**config.mk**
```make
export PLATFORM = sky130hd
export DESIGN_NAME = armleocpu_tlb
export DESIGN_NICKNAME = d
export VERILOG_FILES = /design/src/rtl/armleocpu_tlb.sv
export SDC_FILE = /design/constraint.sdc
export NUM_CORES = 1
export LEC_CHECK = 0
export ABC_AREA = 1
export CAP_MARGIN = 20
export CELL_PAD_IN_SITES_DETAIL_PLACEMENT = 0
export CELL_PAD_IN_SITES_GLOBAL_PLACEMENT = 1
export CORE_ASPECT_RATIO = 1.25
export CORE_UTILIZATION = 42
export CTS_BUF_LIST = sky130_fd_sc_hd__clkbuf_4
export DETAILED_ROUTE_END_ITERATION = 7
export PLACE_DENSITY_LB_ADDON = 0.1
export SLEW_MARGIN = 20
export SYNTH_ARGS = -nofsm -noshare
export SYNTH_HDL_FRONTEND = slang
export SYNTH_SLANG_ARGS = --single-unit
```
**constraint.sdc**
```tcl
create_clock -name clk -period 4.3 [get_ports clk]
set_clock_uncertainty 0.05 [all_clocks]
set_input_delay 0.645 -clock clk [delete_from_list [all_inputs] [get_ports clk]]
set_output_delay 0.645 -clock clk [all_outputs]
set_load 0.005 [all_outputs]
```
**src/rtl/armleocpu_tlb.sv**
```systemverilog
// Direct-mapped SV32 TLB in front of the page table walker.
// A miss is turned into a single PTW walk, and the entry is filled only when that walk succeeds.
module armleocpu_tlb #(
  parameter int ENTRIES_W = 4
) (
  input  logic        clk,
  input  logic        rst_n,
  input  logic        req_valid,
  output logic        req_ready,
  input  logic [19:0] req_vpn,
  output logic        resp_valid,
  output logic        resp_hit,
  output logic        resp_pagefault,
  output logic        resp_accessfault,
  output logic [7:0]  resp_metadata,
  output logic [21:0] resp_ppn,
  input  logic        tlb_invalidate,
  output logic        ptw_resolve_request,
  output logic [19:0] ptw_virtual_address,
  input  logic        ptw_resolve_done,
  input  logic        ptw_resolve_pagefault,
  input  logic        ptw_resolve_accessfault,
  input  logic [7:0]  ptw_resolve_metadata,
  input  logic [21:0] ptw_resolve_physical_address
);
  localparam int ENTRIES = 1 << ENTRIES_W;
  localparam int TAG_W   = 20 - ENTRIES_W;

  typedef enum logic [1:0] {IDLE, LOOKUP, PTW_REQ, PTW_WAIT} state_t;

  state_t               state, state_nxt;
  logic [ENTRIES-1:0]   valid;
  logic [TAG_W-1:0]     tag_mem  [ENTRIES];
  logic [7:0]           meta_mem [ENTRIES];
  logic [21:0]          ppn_mem  [ENTRIES];
  logic [TAG_W-1:0]     rd_tag;
  logic [7:0]           rd_meta;
  logic [21:0]          rd_ppn;
  logic [19:0]          saved_vpn;
  logic                 drop_fill;
  logic [ENTRIES_W-1:0] req_idx;
  logic [ENTRIES_W-1:0] saved_idx;
  logic                 accept;
  logic                 hit;
  logic                 fill;
  logic                 in_walk;

  assign req_idx   = req_vpn[ENTRIES_W-1:0];
  assign saved_idx = saved_vpn[ENTRIES_W-1:0];
  assign accept    = (state == IDLE) && req_valid && !tlb_invalidate;
  assign in_walk   = (state == PTW_REQ) || (state == PTW_WAIT);
  // An invalidate arriving in the lookup cycle must not let a stale entry answer.
  assign hit       = valid[saved_idx] && (rd_tag == saved_vpn[19:ENTRIES_W]) && !tlb_invalidate;
  assign fill      = (state == PTW_WAIT) && ptw_resolve_done && !ptw_resolve_pagefault &&
                     !ptw_resolve_accessfault && !drop_fill && !tlb_invalidate;
  assign ptw_virtual_address = saved_vpn;

  always_ff @(posedge clk) begin
    if (!rst_n) begin
      state     <= IDLE;
      valid     <= '0;
      drop_fill <= 1'b0;
      saved_vpn <= '0;
    end else begin
      state <= state_nxt;
      if (accept)
        saved_vpn <= req_vpn;
      if (tlb_invalidate)
        valid <= '0;
      else if (fill)
        valid[saved_idx] <= 1'b1;
      if (state_nxt == IDLE)
        drop_fill <= 1'b0;
      else if (tlb_invalidate && in_walk)
        drop_fill <= 1'b1;
    end
  end

  // Tag/data array: registered read on accept, write on successful fill
  always_ff @(posedge clk) begin
    if (accept) begin
      rd_tag  <= tag_mem[req_idx];
      rd_meta <= meta_mem[req_idx];
      rd_ppn  <= ppn_mem[req_idx];
    end
    if (fill) begin
      tag_mem[saved_idx]  <= saved_vpn[19:ENTRIES_W];
      meta_mem[saved_idx] <= ptw_resolve_metadata;
      ppn_mem[saved_idx]  <= ptw_resolve_physical_address;
    end
  end

  always_comb begin
    state_nxt           = state;
    req_ready           = 1'b0;
    resp_valid          = 1'b0;
    resp_hit            = 1'b0;
    resp_pagefault      = 1'b0;
    resp_accessfault    = 1'b0;
    resp_metadata       = '0;
    resp_ppn            = '0;
    ptw_resolve_request = 1'b0;
    case (state)
      IDLE: begin
        req_ready = !tlb_invalidate;
        if (accept)
          state_nxt = LOOKUP;
      end
      LOOKUP: begin
        if (hit) begin
          resp_valid    = 1'b1;
          resp_hit      = 1'b1;
          resp_metadata = rd_meta;
          resp_ppn      = rd_ppn;
          state_nxt     = IDLE;
        end else begin
          state_nxt = PTW_REQ;
        end
      end
      PTW_REQ: begin
        ptw_resolve_request = 1'b1;
        state_nxt           = PTW_WAIT;
      end
      PTW_WAIT: begin
        if (ptw_resolve_done) begin
          resp_valid       = 1'b1;
          resp_pagefault   = ptw_resolve_pagefault;
          resp_accessfault = ptw_resolve_accessfault;
          resp_metadata    = ptw_resolve_metadata;
          resp_ppn         = ptw_resolve_physical_address;
          state_nxt        = IDLE;
        end
      end
      default: state_nxt = IDLE;
    endcase
  end
endmodule

```
## Yosys cells after proc, flatten, opt, wreduce, memory -nomap -nowiden

Memory sizes are Yosys's and may differ from the RTL's. A register that Yosys moved wholly into a read port is not among the register bits.
Cells that the tools add are included.

| storage, ports and cells | value |
|---|---|
| bits in registers | 39 |
| memory bits (writable) | 736 |
| input bits | 57 |
| output and inout port bits | 56 |
| logic and storage cells | 61 |
| memories kept | 3 |

Memory list:

| memory | depth | bits a word | read ports | clocked after memory_dff | wr ports | RTL line | source |
|---|---|---|---|---|---|---|---|
| ppn_mem | 16 | 22 | 1 | 1 | 1 | 35 | `logic [21:0] ppn_mem [ENTRIES];` |
| tag_mem | 16 | 16 | 1 | 1 | 1 | 33 | `logic [TAG_W-1:0] tag_mem [ENTRIES];` |
| meta_mem | 16 | 8 | 1 | 1 | 1 | 34 | `logic [7:0] meta_mem [ENTRIES];` |

| cells by class | value |
|---|---|
| magnitude comparators | 2 |
| eq/ne operators | 4 |
| muxes and demuxes | 26 |
| bitwise logic cells | 2 |
| reductions and logical operators | 20 |

Operator list:

| operator | number |
|---|---|
| 2-to-1 mux 22 bit | 2 |
| case mux 22 bit (2 select lines) | 1 |
| == test 16 bit | 1 |
| 2-to-1 mux 8 bit | 2 |
| bitwise OR 16 bit | 1 |
| case mux 8 bit (2 select lines) | 1 |
| 2-to-1 mux 1 bit | 13 |
| logical AND 1 bit | 11 |
| case mux 2 bit (4 select lines) | 1 |
| 2-to-1 mux 2 bit | 3 |
| < comparator 4 x 5 -> 1 bit (second input constant) | 1 |
| binary-select mux 1 bit (select 4 bit) | 1 |
| demux 1 bit (select 4 bit) | 1 |
| == test 2 bit (second input constant) | 2 |
| greater-or-equal comparator 4 x 1 -> 1 bit (second input constant) | 1 |
| zero test 1 bit | 4 |
| zero test 2 bit | 2 |
| OR reduction 2 bit | 2 |
| == test 2 x 1 -> 1 bit (second input constant) | 1 |
| case mux 1 bit (2 select lines) | 1 |
| logical OR 1 bit | 1 |
| NOT 1 bit | 1 |

## Longest topological paths before layout

Gate-level depths: netlist (run 1).

| logic depth | value |
|---|---|
| word-level depth | 8 |
| gate-level depth with buffers | 13 |
| gate-level depth less buffers | 13 |

## Least setup slack after synthesis (run 1)

OpenSTA, ideal clock, no wires.

| timing path | value |
|---|---|
| path kind | input -> register |
| from | input port ptw_resolve_done |
| to | memory meta_mem[11][0] (enable) |
| library setup time | 452 ps |
| arrival | 3,240 ps |
| required time | 3,798 ps |
| slack | 559 ps |
| cell stages on the path | 8 |
| buffers on the path | 0 |
| cell sequence | inv_1 -> nor3_2 -> inv_2 -> nor2_2 -> inv_2 -> nor2_1 -> inv_2 -> nor2_1 |

| between the ends | value |
|---|---|
| cells in the longest elaborated chain, start to end | 7 |

Ends and longest elaborated chain:

| item | RTL line | source |
|---|---|---|
| start, declared | 20 | `input logic ptw_resolve_done,` |
| logical AND 1 bit (3 in a row) | 54 | `assign fill = (state == PTW_WAIT) && ptw_resolve_done && !ptw_resolve_pagefault &&` |
| logical AND 1 bit (2 in a row) | 55 | `!ptw_resolve_accessfault && !drop_fill && !tlb_invalidate;` |
| 2-to-1 mux 1 bit | 86 | `if (fill) begin` |
| 2-to-1 mux 1 bit (not written as such) | 88 | `meta_mem[saved_idx] <= ptw_resolve_metadata;` |
| end, declared | 34 |  |

Every way passes these cells.

## Worst setup path in the final report (run 1)

| timing path | value |
|---|---|
| from | register rd_tag[8], read port of tag_mem |
| to | output port resp_ppn[19] |

| between the ends | value |
|---|---|
| cells in the longest elaborated chain, start to end | 5 |

Ends and longest elaborated chain:

| item | RTL line | source |
|---|---|---|
| start, declared | 36 | `logic [TAG_W-1:0] rd_tag;` |
| == test 16 bit | 53 | `assign hit = valid[saved_idx] && (rd_tag == saved_vpn[19:ENTRIES_W]) && !tlb_invalidate;` |
| logical AND 1 bit (2 in a row) | 53 |  |
| 2-to-1 mux 22 bit | 110 | `if (hit) begin` |
| case mux 22 bit (2 select lines) | 103 | `case (state)` |
| end, declared | 16 | `output logic [21:0] resp_ppn,` |

Every way passes these cells.

==> run metrics, run 1 <==
status=finished clean; element type at the critical path start=flop; hold buffer count at cts=0; die width=253 um; Seq. cell area=24300 um^2; Final GP Congestion=~0.75; Die Ht=approximately 320 um; core area=77600 um^2; Vias/cell=5.26; I/O pin total=113; Async SR Flop Fraction=0; Main synth FF type=edfxtp_1; Layout Cells excl Fill=3843; Critical Path End=resp_ppn[19]; most common cell after layout, fill and taps aside=edfxtp_1; P_leak=13.8 nW; CP arrival=3.41 ns; Reg2Reg Setup Slack=between 1.5 and 2 ns; maxcap violations=0; Routed WL per cell=about 22 um; CP Class=flop to primary output; syn_nets=2454; clk sinks=821; FP Rows=114; Design Power=~16 mW; final instance area=38400 um^2; Clock Pin Slew Worst Setup and Hold Paths=0.07 ns; Layout fillers=6926; Num CTS Buffers=199; synthesized flop and latch total=821; TritonCTS clock tree=built; DRT Wirelength=84900 um; GRT overflow=0; Critical Path RT=3.61 ns; pre-CTS setup slack=about 0.62 ns; worst hold slack=0.171 ns; Clock Path Buffers=3; worst-margin pin slew=roughly 1 ns; synthesized area=33000 um^2; max-slew violations=0; CP startpoint=rd_tag[8]; max_slew headroom=0.349; first-pass GRT wire length=126000 um; CP Max Fanout=31; Placement Cell Area=35900 um^2; reg-to-reg critical path startpoint=state[1]; synthesis-to-layout area growth=16.2%; Synth Instances=2397; Reg2Reg Depth=7; initial drt markers=1360; most frequent cells in the layout=edfxtp_1 (782), clkbuf_4 (283), inv_1 (256); capturing point of the worst reg2reg path=ppn_mem[12][12]; Cell variety after synth=31; DRT Pass-1 Iters=5; antenna violations before repair=3; Clock Latency Late Sink=roughly 1.0 ns; Clock Root Buffer=clkbuf_4; I/O Buffers=112; share of layout cells above drive strength 1=0.165; Hold Violations, Final=0; area of the multi-input gates=7230 um^2; YS warnings=0; ANT nets after route=0; ratio of final minimum period to clock period=0.955; Pwr per Cell Area=412 nW/um^2; final setup TNS=0 ns; Mean Syn Cell Area=13.8 um^2; worst setup margin=0.194 ns; vias in the first global route=20200; utilization after layout=0.495; Final Critical Period=4.11 ns; DP HPWL=45000 um; Die ar.=79800 um^2; final setup vio count=0; H-tree depth=4; Hold Path Class=input port to flop; initial core utilization=0.426; Achievable Freq=~0.24 GHz; dpl cells=3489; largest net degree at the start of global routing=140; post-synthesis sequential area ratio=0.735; DR vias=approximately 20000; Tot GR Track Use=0.217; nets=approximately 2700; drt drc=0; Critical Path End Type=primary output; Worst VDD drop=230 uV; Post-synth EDFFs=around 800
==> final cells by class <==
| cell class | count | area share |
|---|---|---|
| inverter | 268 | 0.0264 |
| clock buffer | 283 | 0.0553 |
| sequential | 821 | 0.633 |
| timing repair buffer | 197 | 0.0564 |
| tap | 1044 | 0.0340 |
| antenna | 3 | 0.000196 |
| clock inverter | 63 | 0.00645 |
| multi-input combinational | 1164 | 0.188 |
==> cell usage after synthesis (2+ instances only) <==
cell      number  area [um^2]
a21oi_1      208         1040
and3_1         2         12.5
buf_1         10         37.5
buf_2         38          190
buf_4         18          135
buf_6          3         33.8
clkbuf_1      75          282
dfxtp_1       39          781
edfxtp_1     782        23500
inv_1        257          965
inv_2         11         41.3
mux2i_1      184         1840
nand2_1      141          529
nand3_1       52          260
nand4_1        5         31.3
nor2_1        88          330
nor2_2         3         18.8
nor4_1         2         12.5
o211ai_1     184         1380
o21ai_0      249         1250
o21ai_1        7         35.0
o21ai_2       29          254
xnor2_1        2         17.5
==> cells by family (layout without fill, tap and decap cells) <==
group	Yosys count	after routing	synth area share
flops	821	821	0.735
simple gates	299	299	0.0377
mux	184	184	0.0558
xor+xnor	2	2	0.000531
buf+inv	412	811	0.0510
compound gates	679	679	0.120
other cells	0	3	0
==> sequential cells by signal (all words and copies together), names as in the netlist <==
| name | flops |
|---|---|
| drop_fill | 1 |
| meta_mem | 128 |
| ppn_mem | 352 |
| ptw_virtual_address | 20 |
| rd_meta | 8 |
| rd_ppn | 22 |
| rd_tag | 16 |
| state | 2 |
| tag_mem | 256 |
| valid | 16 |
==> what timing repair did <==
item | 4_1_cts | 5_1_grt
resized for setup | 19 | 12
buffers inserted | 0 | 5
pin swaps | 0 | 1
setup endpoints to repair | 32 | 30
==> power breakdown <==
group	total [mW]	switching (mW)	internal, mW
sequential	8.87	0.0509	8.82
combinational	0.925	0.607	0.318
clock	6.01	3.00	3.01
==> worst max-delay path, cell delays in order, from the launching register on <==
cell	delay, ns
edfxtp_1	0.53
xnor2_2	0.20
nand3_1	0.11
nor2_2	0.19
nand2_1	0.09
nor2_2	0.13
nand3_2	0.10
buf_8	0.19
o21ai_2	0.19
clkdlybuf4s50_1	0.52
==> layer usage <==
layer,up-vias,track usage,part of all wire
li1,9459,-,-
met1,10100,0.286,0.44
met2,530,0.362,0.49
met3,138,0.0423,0.047
met4,0,0.0725,0.021
met5,-,0,0
==> worst min path at each step <==
stage / cells after the start / startpoint / endpoint
2_1_floorplan: 2 / valid[9] / valid[9]
3_3_place_gp: 2 / valid[2] / valid[2]
3_5_place_dp: 2 / valid[2] / valid[2]
4_1_cts: 3 / req_vpn[16] / ptw_virtual_address[16]
5_1_grt: 3 / req_vpn[16] / ptw_virtual_address[16]
6_report: 3 / req_vpn[16] / ptw_virtual_address[16]
Power figures use the tool's default switching activity.
==> run 2: changes to the inputs <==
--- a/config.mk
+++ b/config.mk
@@ -13,7 +13,7 @@
 export CORE_UTILIZATION = 42
 export CTS_BUF_LIST = sky130_fd_sc_hd__clkbuf_4
 export DETAILED_ROUTE_END_ITERATION = 7
-export PLACE_DENSITY_LB_ADDON = 0.1
+export PLACE_DENSITY = 0.65
 export SLEW_MARGIN = 20
 export SYNTH_ARGS = -nofsm -noshare
 export SYNTH_HDL_FRONTEND = slang
==> run metrics, run 2 (synthesis results as in run 1) <==
I/O pin total=113; Hold Path Class=input port to flop; ANT nets after route=0; GRT overflow=0; FP Rows=114; Vias/cell=about 5.2; Clock Pin Slew Worst Setup and Hold Paths=0.06 ns; clk sinks=roughly 820; I/O Buffers=112; synthesis-to-layout area growth=17.1%; die width=253 um; flip-flop count of the largest register after layout=about 350; vias in the first global route=20200; Critical Path RT=3.61 ns; worst-margin pin slew=0.911 ns; Clock Latency Late Sink=about 1.1 ns; Most flops, register=ppn_mem; Num CTS Buffers=197; maxcap violations=0; DR vias=20200; Hold Violations, Final=0; CP arrival=roughly 3.4 ns; antenna violations before repair=3; CP Class=flop to primary output; Final GP Congestion=0.777; nets=2701; largest registers=ppn_mem x352, tag_mem x256, meta_mem x128; P_leak=13.9 nW; Clock Power Share=0.397; Pwr per Cell Area=between 400 and 500 nW/um^2; Critical Path End Type=primary output; max-slew violations=0; drt drc=0; CP Max Fanout=8; utilization after layout=0.498; Routed WL per cell=21.7 um; Die Ht=approximately 320 um; P_int=12.6 mW; ratio of final minimum period to clock period=0.953; final setup vio count=0; max_slew headroom=0.392; DRT Pass-1 Iters=5; sequential share of power=0.544; Achievable Freq=0.244 GHz; first-pass GRT wire length=about 120000 um; status=finished clean; Worst VDD drop=245 uV; largest net degree at the start of global routing=140; Die ar.=79800 um^2; core area=77600 um^2; DP HPWL=43300 um; P_sw=3.72 mW; Design Power=16.3 mW; worst hold slack=approximately 0.16 ns; Tot GR Track Use=0.210; combinational group share of total power=0.059; most common cell after layout, fill and taps aside=edfxtp_1; Sw Ratio=0.228; Clock Path Buffers=3; element type at the critical path start=flop; initial drt markers=1568; DRT Wirelength=between 80000 and 90000 um; most frequent cells in the layout=edfxtp_1 (782), clkbuf_4 (299), inv_1 (256); initial core utilization=0.426; TritonCTS clock tree=built; H-tree depth=4; Final Critical Period=between 4 and 5 ns; Clock Root Buffer=clkbuf_4; share of layout cells above drive strength 1=0.170; Layout fillers=between 6000 and 7000
[run 2: stage by stage]
step	TNS [ns]	worst slack, ns	cell area (um^2)	instances
3_5_place_dp	0	0.636	35800	3477
2_1_floorplan	0	0.559	33000	2397
6_report	0	0.202	38700	3855
4_1_cts	0	0.0110	38400	3837
5_1_grt	-0.00161	-0.00112	38700	3855
3_3_place_gp	0	0.616	35800	3477
[run 2: cell type report]
cell class | instances | area [um^2] | share of cell area
clock buffers | 299 | 2240 | 0.0581
clock inverters | 60 | 379 | 0.00981
repair buffers | 192 | 2150 | 0.0557
well taps | 1044 | 1310 | 0.0338
diodes | 7 | 17.5 | 0.000453
multi-input cells | 1164 | 7260 | 0.188
inverters | 268 | 1010 | 0.0262
flip-flops and latches | 821 | 24300 | 0.628
[run 2: routing by layer]
| metal | routed length, um | up-vias | share of wire | global-route usage |
|---|---|---|---|---|
| met3 | 3980 | 117 | 0.048 | 0.0421 |
| li1 | - | 9467 | - | - |
| met5 | 0 | - | 0 | 0 |
| met2 | 41900 | 561 | 0.50 | 0.357 |
| met1 | 35400 | 10000 | 0.42 | 0.264 |
| met4 | 2290 | 0 | 0.027 | 0.0780 |
[run 2: final timing paths]
check	from	end	slack, ns	cells past startpoint
min	req_vpn[17]	ptw_virtual_address[17]	0.16	3
min reg2reg	ptw_virtual_address[10]	tag_mem[8][6]	0.43	0
max reg2reg	state[1]	ppn_mem[3][15]	1.76	9
max	rd_tag[12]	resp_ppn[9]	0.20	9
[run 2: what timing repair did]
action | CTS | global route
gates cloned | 0 | 3
resized for setup | 13 | 22
pin swaps | 0 | 4
hold buffers | 1 | 0
setup endpoints to repair | 32 | 31
endpoints found under the hold margin | 1 | 0
setup buffers | 0 | 8
[run 2: power groups by stage]
| stage | sequential [mW] | combinational [mW] | clock [mW] |
|---|---|---|---|
| after CTS | 8.86 | 0.948 | 6.66 |
| after floorplan | 9.04 | 0.505 | 0 |
| after global placement | 9.03 | 0.931 | 0 |
| after detailed placement | 9.04 | 0.941 | 0 |
| after global routing | 8.86 | 1.06 | 7.07 |
| final | 8.86 | 0.959 | 6.47 |
[run 2: worst max-delay path, cell delays in order, from the launching register on]
cell	delay, ns
edfxtp_1	0.46
xnor2_4	0.27
nand3_2	0.12
nor2_4	0.13
nand2_1	0.09
nor2_4	0.12
nand3_4	0.21
clkbuf_16	0.28
o21ai_2	0.12
clkdlybuf4s50_1	0.51
